===== src/rtl/pixel_binarizer_pkg.sv =====
// pixel_binarizer_pkg: shared video types and geometry for the binarizer and ROI stages.
package pixel_binarizer_pkg;
  typedef enum logic [1:0] {IDLE, SYNC, ACTIVE} state_t;
  localparam int WIDTH_DEF  = 640;
  localparam int HEIGHT_DEF = 480;
  localparam int X_W = 10;
  localparam int Y_W = 9;
endpackage


===== src/rtl/pixel_binarizer.sv =====
// pixel_binarizer: thresholds a camera gray stream into ink pixels with x/y position and line/frame pulses.
module pixel_binarizer
  import pixel_binarizer_pkg::*;
#(
  parameter int WIDTH    = WIDTH_DEF,
  parameter int HEIGHT   = HEIGHT_DEF,
  parameter bit INK_DARK = 1'b1
) (
  input  logic           iCLK,
  input  logic           iRST,
  input  logic [7:0]     iGray,
  input  logic           iDVAL,
  input  logic           iFVAL,
  input  logic [7:0]     iThresh,
  input  logic           iErr_clr,
  output logic           oPixel,
  output logic           oPix_val,
  output logic [X_W-1:0] oX,
  output logic [Y_W-1:0] oY,
  output logic           oRow_end,
  output logic           oFrame_end,
  output logic [1:0]     oErr
);
  localparam logic [X_W-1:0] XLIM = X_W'(WIDTH);
  localparam logic [Y_W-1:0] YLIM = Y_W'(HEIGHT);
  state_t state_q, state_d;
  logic [7:0] gray_q, thr_q, thr_d, thr;
  logic dval_q, fval_q, dval_p_q, fval_p_q;
  logic [X_W-1:0] x_q, x_d, x_cur, ox_q, ox_d;
  logic [Y_W-1:0] ln_q, ln_d, ln_cur, oy_q, oy_d;
  logic pix_q, val_q, row_q, frm_q;
  logic [1:0] err_q, err_d, err_set;
  logic rise, fall, act_st, act, pix, line_ok, x_ok, valid, ink, dfall, row_end;
  assign rise    = fval_q & ~fval_p_q;
  assign fall    = ~fval_q & fval_p_q;
  assign act_st  = state_q == ACTIVE;
  // A pixel arriving with the very first FVAL-high sample belongs to the new frame.
  assign act     = fval_q & (act_st | (state_q == SYNC & rise));
  assign thr     = act_st ? thr_q : iThresh;
  assign x_cur   = act_st ? x_q : '0;
  assign ln_cur  = act_st ? ln_q : '0;
  assign line_ok = ln_cur < YLIM;
  assign x_ok    = x_cur < XLIM;
  assign pix     = act & dval_q;
  assign valid   = pix & line_ok & x_ok;
  assign ink     = INK_DARK ? (gray_q < thr) : (gray_q >= thr);
  assign dfall   = act_st & fval_p_q & dval_p_q & ~dval_q;
  assign row_end = dfall & line_ok;
  assign err_set = {pix & ~line_ok, pix & line_ok & ~x_ok};
  assign err_d   = (err_q & {2{~iErr_clr}}) | err_set;
  assign thr_d   = (state_q == SYNC & rise) ? iThresh : thr_q;
  assign x_d     = dfall ? '0 : (pix & x_ok) ? x_cur + 1'b1 : x_cur;
  assign ln_d    = row_end ? ln_cur + 1'b1 : ln_cur;
  assign ox_d    = valid ? x_cur : ox_q;
  assign oy_d    = valid ? ln_cur : oy_q;
  // IDLE watches the raw input so a frame already in progress at reset release is skipped.
  assign state_d = (state_q == IDLE) ? (iFVAL ? IDLE : SYNC) :
                   (state_q == SYNC) ? (rise ? ACTIVE : SYNC) :
                   (fall ? SYNC : ACTIVE);
  always_ff @(posedge iCLK or negedge iRST)
    if (!iRST) begin
      state_q  <= IDLE;
      gray_q   <= '0;
      dval_q   <= 1'b0;
      fval_q   <= 1'b0;
      dval_p_q <= 1'b0;
      fval_p_q <= 1'b0;
      thr_q    <= '0;
      x_q      <= '0;
      ln_q     <= '0;
      pix_q    <= 1'b0;
      val_q    <= 1'b0;
      ox_q     <= '0;
      oy_q     <= '0;
      row_q    <= 1'b0;
      frm_q    <= 1'b0;
      err_q    <= '0;
    end else begin
      state_q  <= state_d;
      gray_q   <= iGray;
      dval_q   <= iDVAL;
      fval_q   <= iFVAL;
      dval_p_q <= dval_q;
      fval_p_q <= fval_q;
      thr_q    <= thr_d;
      x_q      <= x_d;
      ln_q     <= ln_d;
      pix_q    <= valid & ink;
      val_q    <= valid;
      ox_q     <= ox_d;
      oy_q     <= oy_d;
      row_q    <= row_end;
      frm_q    <= act_st & fall;
      err_q    <= err_d;
    end
  assign oPixel     = pix_q;
  assign oPix_val   = val_q;
  assign oX         = ox_q;
  assign oY         = oy_q;
  assign oRow_end   = row_q;
  assign oFrame_end = frm_q;
  assign oErr       = err_q;
endmodule


===== config.mk =====
export PLATFORM = sky130hd
export DESIGN_NAME = pixel_binarizer
export DESIGN_NICKNAME = d
export VERILOG_FILES = /design/src/rtl/pixel_binarizer_pkg.sv /design/src/rtl/pixel_binarizer.sv
export SDC_FILE = /design/constraint.sdc
export NUM_CORES = 1
export LEC_CHECK = 0
export CORE_UTILIZATION = 50
export DETAILED_ROUTE_END_ITERATION = 10
export DONT_BUFFER_PORTS = 1
export GPL_ROUTABILITY_DRIVEN = 0
export GPL_TIMING_DRIVEN = 0
export PLACE_DENSITY = 0.71
export SLEW_MARGIN = 30
export SYNTH_ARGS = -nofsm -noshare
export SYNTH_HDL_FRONTEND = slang
export SYNTH_SLANG_ARGS = --single-unit

===== constraint.sdc =====
create_clock -name iCLK -period 7.1 [get_ports iCLK]
set_clock_uncertainty 0.05 [all_clocks]
set_input_delay 1.42 -clock iCLK [delete_from_list [all_inputs] [get_ports iCLK]]
set_output_delay 1.42 -clock iCLK [all_outputs]
set_load 0.01 [all_outputs]

==> metrics.md <==
| Metric | Value |
|---|---|
| Synth top area share | 0.538 |
| Resized cells post-CTS | 0 |
| Max Root-Sink Buffers | 2 |
| Asr flop ratio synth | 1.00 |
| Hold Vio Cnt, Final | 0 |
| Setup TNS | 0 ps |
| Clk root buf | clkbuf_8 |
| Max VDD drop | 0.000159 V |
| Port Buffers | 0 |
| Congestion Overflow GR | 0 |
| Largest cells by area after synthesis | dfrtp_1 (54%), mux2i_1 (6.9%), mux2_2 (5.9%) |
| Switch share | 0.273 |
| Worst-path clk slew | 70 ps |
| Cell area after synthesis | 0.00307 mm^2 |
| Global-route usage over all layers | 0.207 |
| Die X | 80.3 um |
| PwrDens | 262 mW/mm^2 |
| Unique masters post-synth | 53 |
| Hold crit path type | register to register |
| Clock period minus final worst setup slack | 2570 ps |
| Worst Path Max Fanout | 10 |
| DRC Markers | 0 |
| Worst skew pair latency | 350 ps |
| Synth Register Bits | 66 |
| Crit path DAT | 2810 ps |
| Max-Cap Viols | 0 |
| Core area | 0.00592 mm^2 |
| Initial core utilization | 0.518 |
| Reg power frac | 0.509 |
| H-tree levels | 3 |
| CTS sink count | 66 |
| Design Power | 873 uW |
| Cells after Synth | 259 |
| LEAKAGE | 1.54 nW |
| CTS Buf Count | 9 |
| Largest net degree at the start of global routing | 67 |
| Synth Flop Type | dfrtp_1 |
| Status | completed |
| Final period util | 0.362 |
| Cell taking the most area after synthesis | dfrtp_1 |
| Die Y | 80.3 um |
| Layout cells sized above 1 | 0.172 |
| Crit path cell chain | or2b_1 -> clkbuf_1 -> buf_2 -> mux2i_1 -> ha_1 -> a21o_1 -> a221oi_1 -> o31a_1 |
| Via/cell ratio | 5.62 |
| Post-route ant nets | 0 |
| Net Count, Synth | 289 |
| Sequential element share of the synthesized area | 0.538 |
| Synth-to-layout area growth | 8.65% |
| Critical path class | register to register |
| DP HPWL | 3.96 mm |
| Slowest cell on crit path | dfrtp_1 |
| Pint | 634 uW |
| Syn_area_per_cell | 11.8 um^2 |
| Clk pwr share | 0.320 |
| Full die area | 0.00645 mm^2 |
| CP max stage delay | 450 ps |
| Commonest cells after routing, fill and taps aside | dfrtp_1 (66), nand2_1 (24), mux2i_1 (21) |
| Worst setup EP type | register |
| Slew margin rel. | 0.671 |
| Vias | 1962 |
| EDFF count, synth | 0 |
| Worst EP required | 7340 ps |
| Hold buffers post-CTS | 0 |
| Standard-cell rows | 28 |
| N_diodes | 0 |
| Post-CTS Setup Bufs | 0 |
| TritonRoute pass-1 iters | 4 |
| Actual slew at the worst max-slew pin | 492 ps |
| Initial antenna violation count | 0 |
| Critical Path Source Type | register |
| RSZ-0062 raised after global routing | no |
| Number of global-route vias before repair | 1994 |
| CTS tree | yes |
| Final setup fails | 0 |
| # IOs | 46 |
| Comb pwr share | 0.171 |
| Max Fclk | 389 MHz |
| Psw | 239 uW |
| First-pass GRT wire length | 9.67 mm |
| Most common cell after layout, fill and taps aside | dfrtp_1 |
| Pins Over Slew Limit | 0 |
| Iter 0 DRT Violations | 121 |
| Nets | 300 |
| WL/cell | 16.7 um |
| Routed WL | 5.81 mm |
| YS warnings | 0 |
-- power groups by stage --
stage | logic, mW | registers (mW) | clock network [mW]
after detailed placement | 0.152 | 0.450 | 0
final | 0.149 | 0.444 | 0.279
after global placement | 0.148 | 0.450 | 0
after floorplan | 0.123 | 0.444 | 0
after CTS | 0.152 | 0.444 | 0.287
after global routing | 0.167 | 0.450 | 0.303
-- stage by stage --
| step | utilization | setup slack (ps) | area, um^2 | std cells | hold slack [ps] |
|---|---|---|---|---|---|
| floorplan | - | 4640 | 3070 | 259 | 361 |
| finish | 0.563 | 4530 | 3330 | 349 | 431 |
| CTS | 0.563 | 4480 | 3330 | 349 | 428 |
| global route | 0.563 | 4360 | 3330 | 349 | 452 |
| global placement | 0.534 | 4510 | 3160 | 334 | 405 |
| detailed placement | 0.534 | 4490 | 3160 | 334 | 407 |
-- critical path: cells and delay by family (launching register included) --
family          cells  cell delay (ps)
flops               1              450
simple gates        1              180
compound gates      3              650
mux                 1              240
buf+inv             2              680
fa+ha+maj           1              260
-- cell families (layout without fill, tap and decap cells) --
kind of cell / after synthesis / after routing / synth area share
simple gates: 85 / 85 / 0.158
flops: 66 / 66 / 0.538
buf+inv: 24 / 39 / 0.0379
fa+ha+maj: 9 / 9 / 0.0367
compound gates: 31 / 31 / 0.0812
mux: 38 / 38 / 0.131
xor+xnor: 6 / 6 / 0.0171
-- metal layers --
| metal | up-vias | routed length, um | GRT usage |
|---|---|---|---|
| li1 | 942 | - | - |
| met4 | 0 | 184 | 0.127 |
| met2 | 54 | 2590 | 0.298 |
| met1 | 950 | 2680 | 0.268 |
| met3 | 16 | 356 | 0.0682 |
| met5 | - | 0 | 0 |
-- cell usage after synthesis (2+ instances only) --
cell type	number
a31oi_1	2
dfrtp_1	66
xnor2_1	2
o21ai_0	4
mux2_2	16
a21oi_1	7
mux2i_1	21
or2_2	2
inv_1	14
nor3_1	2
or4_1	2
and2b_1	2
and3_1	4
a2bb2oi_1	2
and4_1	2
xor2_1	4
and2_1	7
and3b_1	2
nand2_1	24
buf_6	2
nand3_1	6
nand3b_1	2
buf_2	6
or3_1	2
o31ai_1	2
ha_1	9
nor2_1	15
nand4_1	3
o2111ai_1	3
-- final timing paths --
path,cells after the start,start,slack [ps],to
worst max-delay path,8,state_q[1]$_DFF_PN0_,4530,oPixel$_DFF_PN0_
worst min-delay path,0,dval_q$_DFF_PN0_,430,dval_p_q$_DFF_PN0_
worst max register to register,8,state_q[1]$_DFF_PN0_,4530,oPixel$_DFF_PN0_
worst min register to register,0,dval_q$_DFF_PN0_,430,dval_p_q$_DFF_PN0_
max in group asynchronous,0,iRST,6170,x_q[2]$_DFF_PN0_
min in group asynchronous,0,iRST,710,oPix_val$_DFF_PN0_
-- flip-flops by register name (all words and copies together) (netlist names), 2 cells and up --
| name | cells |
|---|---|
| thr_q | 8 |
| oY | 9 |
| oX | 10 |
| x_q | 10 |
| oErr | 2 |
| ln_q | 9 |
| state_q | 2 |
| gray_q | 8 |
-- layout make-up --
type | instances | area [um^2]
fill | 508 | 2590
sequential | 66 | 1650
multi-input combinational | 169 | 1300
clock buffer | 13 | 159
tap | 75 | 93.8
buffer | 10 | 63.8
inverter | 14 | 52.6
clock inverter | 2 | 12.5
Note: power is estimated with default switching activity, not from simulation.
